===== src/rtl/alu_pkg.sv =====
// Shared constants and enumerations for the sequential ALU and its multiplier.
package alu_pkg;
    localparam int WIDTH     = 8;
    localparam int MUL_ITERS = 8;

    typedef enum logic [2:0] {
        OP_ADD = 3'd0,
        OP_SUB = 3'd1,
        OP_AND = 3'd2,
        OP_OR  = 3'd3,
        OP_XOR = 3'd4,
        OP_SHL = 3'd5,
        OP_SHR = 3'd6,
        OP_MUL = 3'd7
    } op_e;

    typedef enum logic [1:0] {
        S_IDLE = 2'd0,
        S_EXEC = 2'd1,
        S_MUL  = 2'd2,
        S_DONE = 2'd3
    } state_e;
endpackage


===== src/rtl/mul_shift_add.sv =====
// Iterative shift-add multiplier: one partial product per step, MUL_ITERS steps per product.
module mul_shift_add
    import alu_pkg::*;
(
    input  logic                 clk,
    input  logic                 reset_n,
    input  logic                 load,
    input  logic                 step,
    input  logic [WIDTH-1:0]     mcand,
    input  logic [WIDTH-1:0]     mplier,
    output logic [2*WIDTH-1:0]   product,
    output logic                 last
);
    logic [2*WIDTH-1:0] prod_q;
    logic [2*WIDTH-1:0] mcand_q;
    logic [WIDTH-1:0]   mplier_q;
    logic [3:0]         count_q;

    // product is the value this step produces, so the caller can register it on the final edge
    assign product = prod_q + (mplier_q[0] ? mcand_q : '0);
    assign last    = step && (count_q == 4'(MUL_ITERS - 1));

    always_ff @(posedge clk or negedge reset_n) begin
        if (!reset_n) begin
            prod_q   <= '0;
            mcand_q  <= '0;
            mplier_q <= '0;
            count_q  <= '0;
        end else if (load) begin
            prod_q   <= '0;
            mcand_q  <= {{WIDTH{1'b0}}, mcand};
            mplier_q <= mplier;
            count_q  <= '0;
        end else if (step) begin
            prod_q   <= product;
            mcand_q  <= mcand_q << 1;
            mplier_q <= mplier_q >> 1;
            count_q  <= count_q + 4'd1;
        end
    end
endmodule


===== src/rtl/alu_seq.sv =====
// Multi-cycle ALU feeding the accumulator: single-cycle ops via EXEC, MUL via shift-add.
module alu_seq #(
    parameter int WIDTH = alu_pkg::WIDTH
) (
    input  logic             clk,
    input  logic             reset_n,
    input  logic             start,
    input  logic [2:0]       op,
    input  logic [WIDTH-1:0] a,
    input  logic [WIDTH-1:0] b,
    output logic             busy,
    output logic             done,
    output logic             acc_we,
    output logic [WIDTH-1:0] result,
    output logic             zero,
    output logic             carry
);
    import alu_pkg::*;

    state_e             state;
    op_e                op_q;
    logic [WIDTH-1:0]   a_q;
    logic [WIDTH-1:0]   b_q;
    logic [WIDTH:0]     ext;
    logic [WIDTH-1:0]   alu_res;
    logic               alu_c;
    logic               mul_load;
    logic               mul_step;
    logic               mul_last;
    logic [2*WIDTH-1:0] mul_product;

    assign mul_load = (state == S_IDLE) && start && (op_e'(op) == OP_MUL);
    assign mul_step = (state == S_MUL);
    assign acc_we   = done;

    mul_shift_add u_mul (
        .clk     (clk),
        .reset_n (reset_n),
        .load    (mul_load),
        .step    (mul_step),
        .mcand   (a),
        .mplier  (b),
        .product (mul_product),
        .last    (mul_last)
    );

    always_comb begin
        ext     = '0;
        alu_res = '0;
        alu_c   = 1'b0;
        case (op_q)
            OP_ADD: begin
                ext     = {1'b0, a_q} + {1'b0, b_q};
                alu_res = ext[WIDTH-1:0];
                alu_c   = ext[WIDTH];
            end
            OP_SUB: begin
                // bit WIDTH of the widened difference is the borrow (a < b)
                ext     = {1'b0, a_q} - {1'b0, b_q};
                alu_res = ext[WIDTH-1:0];
                alu_c   = ext[WIDTH];
            end
            OP_AND: alu_res = a_q & b_q;
            OP_OR:  alu_res = a_q | b_q;
            OP_XOR: alu_res = a_q ^ b_q;
            OP_SHL: begin
                alu_res = {a_q[WIDTH-2:0], 1'b0};
                alu_c   = a_q[WIDTH-1];
            end
            OP_SHR: begin
                alu_res = {1'b0, a_q[WIDTH-1:1]};
                alu_c   = a_q[0];
            end
            default: ;
        endcase
    end

    // done is registered out of DONE, so it is seen in the following IDLE cycle;
    // busy is held through that cycle so it covers the done pulse.
    always_ff @(posedge clk or negedge reset_n) begin
        if (!reset_n) begin
            state  <= S_IDLE;
            busy   <= 1'b0;
            done   <= 1'b0;
            result <= '0;
            zero   <= 1'b1;
            carry  <= 1'b0;
            op_q   <= OP_ADD;
            a_q    <= '0;
            b_q    <= '0;
        end else begin
            done <= 1'b0;
            case (state)
                S_IDLE: begin
                    if (start) begin
                        op_q  <= op_e'(op);
                        a_q   <= a;
                        b_q   <= b;
                        busy  <= 1'b1;
                        state <= (op_e'(op) == OP_MUL) ? S_MUL : S_EXEC;
                    end else begin
                        busy <= 1'b0;
                    end
                end
                S_EXEC: begin
                    result <= alu_res;
                    zero   <= (alu_res == '0);
                    carry  <= alu_c;
                    state  <= S_DONE;
                end
                S_MUL: begin
                    if (mul_last) begin
                        result <= mul_product[WIDTH-1:0];
                        zero   <= (mul_product[WIDTH-1:0] == '0);
                        carry  <= |mul_product[2*WIDTH-1:WIDTH];
                        state  <= S_DONE;
                    end
                end
                S_DONE: begin
                    done  <= 1'b1;
                    state <= S_IDLE;
                end
                default: state <= S_IDLE;
            endcase
        end
    end
endmodule


===== config.mk =====
export PLATFORM = sky130hd
export DESIGN_NAME = alu_seq
export DESIGN_NICKNAME = d
export VERILOG_FILES = /design/src/rtl/alu_pkg.sv /design/src/rtl/mul_shift_add.sv /design/src/rtl/alu_seq.sv
export SDC_FILE = /design/constraint.sdc
export NUM_CORES = 1
export LEC_CHECK = 0
export CAP_MARGIN = 40
export CORE_UTILIZATION = 55
export CTS_BUF_LIST = sky130_fd_sc_hd__clkbuf_8
export CTS_CLUSTER_DIAMETER = 30
export CTS_CLUSTER_SIZE = 40
export DETAILED_ROUTE_END_ITERATION = 16
export PLACE_DENSITY = 0.75
export SLEW_MARGIN = 0
export SYNTH_ARGS = -nofsm -noshare
export SYNTH_HDL_FRONTEND = slang
export SYNTH_SLANG_ARGS = --single-unit

===== constraint.sdc =====
create_clock -name clk -period 3.3 [get_ports clk]
set_input_delay 0.66 -clock clk [delete_from_list [all_inputs] [get_ports clk]]
set_output_delay 0.66 -clock clk [all_outputs]
set_load 0.02 [all_outputs]

* After elaboration in Yosys (flattened, before gate mapping)
Index checks and enable logic that the tools add are counted.
** Operators by class
- $add $sub $neg :: 4
- Equal/unequal tests :: 13
- Muxes and demuxes :: 23
- Bitwise logic cells :: 3
- Reductions and logical operators :: 13
** Operator list (count)
- 16-bit two-way mux :: 5
- 8-bit case mux with 7 select lines :: 1
- 8-bit two-way mux :: 3
- 16-bit adder :: 1
- 8-bit zero test :: 2
- 8-bit case mux with 2 select lines :: 1
- 3-bit == test, second input constant :: 4
- 8-bit by 8-bit adder with 9-bit output :: 1
- 8-bit by 8-bit subtractor with 9-bit output :: 1
- 8-bit bitwise AND :: 1
- 4-bit two-way mux :: 2
- 8-bit OR :: 1
- 2-bit case mux with 4 select lines :: 1
- 8-bit OR reduction :: 1
- 8-bit bitwise XOR :: 1
- 3-bit by 2-bit == test with 1-bit output, second input constant :: 2
- 2-bit two-way mux :: 3
- 2-bit AND reduction :: 3
- 4-bit by 1-bit adder with 4-bit output, second input constant :: 1
- 2-bit == test, second input constant :: 2
- 4-bit by 3-bit == test with 1-bit output, second input constant :: 1
- 1-bit two-way mux :: 4
- 2-bit != test, second input constant :: 2
- 1-bit case mux with 2 select lines :: 2
- 7 further kinds :: 10
** Word-level totals
- Register bits :: 77
- Input port bits :: 22
- Output and inout bits :: 13
- Word-level logic and storage cells :: 69

* Logic depth before layout (Yosys ltp)
Gate-level depths: netlist of the first run.
- Depth after elaboration :: 5
- Mapped depth :: 11
- Depth with buffers taken out :: 11

* By module
From an unflattened synthesis of the first run, not the netlist that was laid out.
** Unflattened totals
- Cells, all modules :: 598
- Area, all modules :: 5539.1 um^2
** Modules (own cells, without submodules)
- mul_shift_add :: times used 1, cells each 302, area an instance 2830.2 um^2, sequential area each 1101.1 um^2
- alu_seq :: times used 1, cells each 296, area an instance 2708.8 um^2, sequential area each 827.0 um^2

* Least setup slack after synthesis of the first run
No wires, ideal clock.
- Kind :: register to register
- Start point :: reg u_mul.mplier_q[0]
- End point :: reg carry
- Library setup time :: 0.133 ns
- Arrival time :: 2.421 ns
- Data required time :: 3.167 ns
- Path slack :: 0.746 ns
- Stages on the path, launching flop included :: 12
- Path buffers :: 0
- Path through :: dfrtp_1 -> and2_1 -> ha_1 -> fa_1 -> a211oi_2 -> o21ai_1 -> and2_1 -> a211oi_1 -> o21bai_1 -> xnor2_1 -> nor4bb_1 -> a31oi_1
** Between the ends
- Longest elaborated chain between the ends :: 5
** RTL lines
- from (decl) :: RTL line mul_shift_add.sv:16 : logic [WIDTH-1:0] mplier_q;
- from (signal assigned) :: RTL line mul_shift_add.sv:32 : mplier_q <= mplier;
- from (signal assigned) :: RTL line mul_shift_add.sv:37 : mplier_q <= mplier_q >> 1;
- 16-bit two-way mux :: RTL line mul_shift_add.sv:20 : assign product = prod_q + (mplier_q[0] ? mcand_q : '0);
- 16-bit adder :: RTL line mul_shift_add.sv:20
- 8-bit OR reduction :: RTL line alu_seq.sv:115 : carry <= |mul_product[2*WIDTH-1:WIDTH];
- 1-bit two-way mux :: RTL line alu_seq.sv:112 : if (mul_last) begin
- 1-bit case mux with 2 select lines :: RTL line alu_seq.sv:93 : case (state)
- to (signal assigned) :: RTL line alu_seq.sv:108 : carry <= alu_c;
- to (signal assigned) :: RTL line alu_seq.sv:115
- to (decl) :: RTL line alu_seq.sv:16 : output logic carry
Every way passes these cells. The select of a mux whose other input is x is not followed.
A chain may end at the register's enable or synchronous reset.

* Worst setup path after layout of the first run
Same ends and word-level chain as after synthesis.

==> flow_metrics.tcl, run 1 <==
set metrics [dict create \
    status "finished, final reports clean" \
    setup_viol 0 \
    cp-end-kind "flop" \
    p_leak_nw 2.615 \
    regArea_um2 1928 \
    cts_root_buffer "clkbuf_8" \
    ys_warn_count 0 \
    syn-num-nets 633 \
    grt_pass1_vias 4154 \
    crit_fanout 17 \
    dp_hpwl_um 9082 \
    tightestPinTransition_ps 561.2 \
    clk_pin_slew_ps 90 \
    port_buffers 34 \
    yosysTopAreaCell "dfrtp_1" \
    maxCapViolCount 0 \
    hold_path_class "in -> async" \
    arrival_ps 3180 \
    diodes 0 \
    worst_ir_drop_vdd_v 0.0004175 \
    rows 35 \
    drtPass1Iterations 5 \
    routabilityCongestion 0.8734 \
    period_needed_ps 2938 \
    wl_per_cell_um 16.81 \
    place_area_um2 5757 \
    nets 659 \
    synth_seq_area_share_pct 36.43 \
    dp_cells 708 \
    die_w_um 100.1 \
    startpoint_type "flop" \
    cts_max_path_buffers 2 \
    netlist_area_um2 5293 \
    max_freq_mhz 340.3 \
    grt_max_degree 60 \
    crit_type "reg -> reg" \
    hold_buffers 0 \
    cts_tree "yes" \
    die_area_um2 10020 \
    pwr-share-seq_pct 27.7 \
    slew_headroom_pct 62.58 \
    worst_clock_skew_ps 15.38 \
    netSwitchingFraction_pct 46.79 \
    syn_area_per_cell_um2 9.384 \
    io_pins 35 \
    clk_latency_ps 360 \
    synth_flop_cell "dfrtp_1" \
    grt.total_usage_pct 26.26 \
    cts.htree.levels 3 \
    die_y_um 100.1 \
    dr.first_iter.drc_count 227 \
    cts_buffers 9 \
    r2r_cells 11 \
    viasPerCell 5.779 \
    initial_core_util_pct 57.01 \
    coreArea_um2 9284 \
    grt_overflow_total 0 \
    rsz0062_at_grt "no" \
    final_cells 724 \
    fin_area_um2 5954 \
    critPathRequiredTime_ps 3540 \
    synthCells 564 \
    fin_crit_sh_pct 89.04 \
    power_mw 6.889 \
    hold_viol_final 0 \
    p_per_area_nw_per_um2 1157 \
    reg2reg_slack_ps 360 \
    wirelength_um 12170 \
    synth_seq_cells 77 \
    intPower_mw 3.666 \
    fill_cells 810 \
    pwr-share-clk_pct 10.8 \
    grt_pass1_wl_um 20600 \
    p_comb_share_pct 61.5 \
    drv_slew 0 \
    yosysUniqueCellTypes 62 \
    drive_gt1_share_pct 12.10 \
    synth-async-reset-ratio_pct 100.0 \
    synth_edf_count 0 \
    clock_sinks 77 \
    p_switching_mw 3.223 \
    most-common-layout-cells "76 x dfrtp_1, 51 x nor2_1, 51 x nand2_1" \
    synth_top_area_share_pct 35.93 \
    finalSetupTns_ps 0 \
    cts_resized 0 \
    drc_errors 0 \
    final_common_cell "dfrtp_1" \
    area_growth_pct 12.51 \
    via_count 4184 \
    cts_setup_buffers 0 \
    multi_input_area_um2 3133 \
    synth.area.top_cells "dfrtp_1 36%, ha_1 10%, mux2i_1 6.2%, mux2_2 5.1%, o21ai_0 3.9%" \
    antenna_found_initial 0 \
    final_antenna_net_count 0 \
]
## kinds of logic after synthesis
| logic type | after synthesis | share of synthesized area (%) |
|---|---|---|
| DFF | 77 | 36.43 |
| and+or+nand+nor | 159 | 14.18 |
| muxes | 58 | 11.63 |
| xor gates and xnor gates | 23 | 3.806 |
| adders and majority gates | 47 | 11.54 |
| buffers and inverters | 58 | 4.562 |
| AOI/OAI and AO/OA | 142 | 17.85 |
## stage by stage
step / utilization [%] / hold slack (ps) / setup WS, ps
2_1_floorplan: - / 364.4 / 745.8
3_3_place_gp: 61.71 / 462.6 / 489.4
3_5_place_dp: 62.01 / 469.8 / 403.6
4_1_cts: 64.14 / 244.1 / 387.4
5_1_grt: 64.14 / 265.2 / 34.24
6_report: 64.14 / 231.0 / 361.8
## critical path: stages, from the launching register on
cell,delay [ps]
dfrtp_1,520
and2_1,210
ha_1,220
fa_1,450
a211oi_2,260
o21ai_1,130
and2_1,180
a211oi_1,240
o21bai_1,100
xnor2_1,170
nor4bb_1,240
a31oi_1,110
## per-layer routing
| metal | up-vias | track usage [%] | share of wire [%] |
|---|---|---|---|
| li1 | 2042 | - | - |
| met3 | 17 | 3.621 | 3.6 |
| met1 | 2028 | 37.95 | 49 |
| met2 | 97 | 41.38 | 46 |
| met5 | - | 0 | 0 |
| met4 | 0 | 7.692 | 1.4 |
## final timing paths
check                               endpoint              start
setup / recovery                       carry  u_mul.mplier_q[0]
hold / removal                       op_q[0]            reset_n
setup reg to reg                       carry  u_mul.mplier_q[0]
hold reg to reg                    result[0]          result[0]
max in group asynchronous  u_mul.mplier_q[0]            reset_n
min in group clk                   result[0]          result[0]
## power groups by stage
stage               sequential, mW  combinational, mW  clock, mW
detailed placement            1.92               4.20          0
floorplan                     1.78               3.29          0
finish                        1.91               4.24      0.743
global placement              1.89               4.09          0
global route                  1.98               4.72      0.793
CTS                           1.90               4.22      0.750
## synthesized netlist by cell type, drive strengths merged, types with 2 or more instances
library cell	n
o31ai	3
clkbuf	14
fa	3
xor2	11
nor3	9
a221oi	4
mux2	25
xnor2	12
nor2b	4
a31oi	5
nand2	51
o21bai	3
a21boi	2
o22ai	2
nand4	4
a211oi	11
a21o	6
a21oi	34
nand3	6
o21ai	45
a21bo	2
dfrtp	76
ha	44
nand2b	5
buf	13
a22oi	2
a22o	2
o221ai	2
a31o	3
inv	31
or2	2
o211ai	5
mux2i	33
and2	18
nor4	3
o221a	3
nor2	52
## layout make-up
cell class	instances	share of cell area, %
clock buffers	9	2.080
clock inverters	7	1.240
inverters	31	1.954
multi-input cells	429	52.62
flip-flops and latches	77	32.38
well taps	129	2.711
repair buffers	42	7.018
## registers in the layout, indices dropped and copies added (netlist names)
signal	cells
op_q	3
result	8
u_mul.count_q	4
zero	1
acc_we	1
busy	1
carry	1
state	2
a_q	8
u_mul.mplier_q	8
b_q	8
u_mul.mcand_q	16
u_mul.prod_q	16
No activity file was read; power rests on OpenSTA's default activity.
==> run 2: changes to the inputs <==
--- a/config.mk
+++ b/config.mk
@@ -11,7 +11,8 @@
 export CTS_CLUSTER_DIAMETER = 30
 export CTS_CLUSTER_SIZE = 40
 export DETAILED_ROUTE_END_ITERATION = 16
-export PLACE_DENSITY = 0.75
+export PLACE_DENSITY = 0.77
+export REMOVE_ABC_BUFFERS = 1
 export SLEW_MARGIN = 0
 export SYNTH_ARGS = -nofsm -noshare
 export SYNTH_HDL_FRONTEND = slang
==> flow_metrics.tcl, run 2 (synthesized netlist as in run 1, its figures left out) <==
set metrics [dict create \
    status "finished, final reports clean" \
    top_regs "u_mul.mcand_q (16), u_mul.prod_q (16)" \
    cts.htree.levels 3 \
    cts_root_buffer "clkbuf_8" \
    path_buf_inv 1 \
    crit_type "reg -> reg" \
    viasPerCell 5.913 \
    period_needed_ps 2849 \
    drive_gt1_share_pct 11.97 \
    startpoint_type "flop" \
    crit_fanout 5 \
    max_freq_mhz 351.0 \
    worst_ir_drop_vdd_v 0.0005351 \
    wl_per_cell_um 16.79 \
    area_growth_pct 12.20 \
    grt_overflow_total 0 \
    drc_errors 0 \
    cts_buffers 9 \
    max_stage_delay_ps 450 \
    hold_buffers 0 \
    pre_cts_slack_ps 534.3 \
    fin_crit_sh_pct 86.34 \
    rows 35 \
    die_area_um2 10020 \
    antenna_found_initial 0 \
    nets 658 \
    initial_core_util_pct 57.01 \
    critPathTopFamily "compound AO/OA/AOI/OAI gates" \
    most-common-layout-cells "76 x dfrtp_1, 51 x nor2_1, 51 x nand2_1" \
    dr.first_iter.drc_count 299 \
    hold_path_class "in -> async" \
    grt_pass1_vias 4152 \
    power_mw 6.880 \
    critPathRequiredTime_ps 3550 \
    cp_slowest_cell "fa_1" \
    p_per_area_nw_per_um2 1159 \
    layout_setup_ws_ps 450.8 \
    clock_sinks 77 \
    worstPathCellList "inv_1 -> ha_1 -> fa_1 -> nor3_4 -> o31ai_1 -> a221oi_2 -> a211oi_1 -> a21oi_1 -> o221ai_1 -> a21bo_1 -> mux2_2" \
    cts_setup_buffers 0 \
    rsz0062_at_grt "no" \
    dp_hpwl_um 9006 \
    reg2reg_slack_ps 450 \
    via_count 4269 \
    cts_max_path_buffers 2 \
    grt_max_degree 60 \
    drv_slew 0 \
    clk_pin_slew_ps 80 \
    coreArea_um2 9284 \
    setup_viol 0 \
    routabilityCongestion 0.9292 \
    die_w_um 100.1 \
    hold_viol_final 0 \
    io_pins 35 \
    drtPass1Iterations 5 \
    r2r_cells 11 \
    cts_resized 0 \
    cp-end-kind "flop" \
    diodes 0 \
    p_leak_nw 2.612 \
    worst_clock_skew_ps 12.27 \
    fill_cells 782 \
    final_antenna_net_count 0 \
    grt_pass1_wl_um 20310 \
    reg2reg_to "result[6]" \
    wirelength_um 12120 \
    cts_tree "yes" \
    slew_headroom_pct 58.46 \
    arrival_ps 3100 \
    tightestPinTransition_ps 623.1 \
    finalSetupTns_ps 0 \
    port_buffers 34 \
    clk_latency_ps 360 \
    r2r-start "a_q[0]" \
    die_y_um 100.1 \
    final_common_cell "dfrtp_1" \
    grt.total_usage_pct 26.26 \
    maxCapViolCount 0 \
]
run 2: final cells by class:
type | count | area (um2) | area share (%)
clock buffer | 9 | 123.9 | 2.086
timing repair buffer | 41 | 410.4 | 6.911
tap | 129 | 161.4 | 2.718
clock inverter | 6 | 65.06 | 1.096
multi-input combinational | 429 | 3133 | 52.76
sequential | 77 | 1928 | 32.47
inverter | 31 | 116.4 | 1.960
run 2: per-layer routing:
| layer | up-vias | share of wire [%] | global-route usage [%] |
|---|---|---|---|
| met5 | - | 0 | 0 |
| met4 | 0 | 3.4 | 11.48 |
| met3 | 34 | 6.0 | 5.710 |
| met2 | 162 | 46 | 42.39 |
| met1 | 2033 | 45 | 34.18 |
| li1 | 2040 | - | - |
run 2: per-stage QoR:
step                      cells  util (%)  hold slack [ps]  cell area, um2
final                       722     63.96            211.5            5938
after global routing        722     63.96            237.0            5938
after CTS                   722     63.96            218.1            5938
after detailed placement    707     61.93            472.9            5749
after global placement      706     61.63            465.7            5722
after floorplan             537         -            364.4            5167
run 2: worst max-delay path by stage:
stage	to	cells after the start	slack, ps	startpoint
6_report	result[6]	11	450	a_q[0]
3_5_place_dp	result[6]	11	530	a_q[0]
2_1_floorplan	u_mul.mcand_q[0]	3	-20	start
4_1_cts	carry	11	510	u_mul.mcand_q[0]
5_1_grt	carry	11	240	u_mul.mcand_q[0]
3_3_place_gp	carry	11	610	u_mul.mcand_q[0]
run 2: power by group:
part | internal, mW | switching, mW
clock | 0.345 | 0.359
sequential | 1.42 | 0.478
combinational | 1.89 | 2.39
==> run 3: changes to the inputs <==
--- a/config.mk
+++ b/config.mk
@@ -5,6 +5,7 @@
 export SDC_FILE = /design/constraint.sdc
 export NUM_CORES = 1
 export LEC_CHECK = 0
+export ABC_AREA = 0
 export CAP_MARGIN = 40
 export CORE_UTILIZATION = 55
 export CTS_BUF_LIST = sky130_fd_sc_hd__clkbuf_8
==> results of run 3 <==
Same layout as run 2: the final DEF is identical, and so are final timing and power.
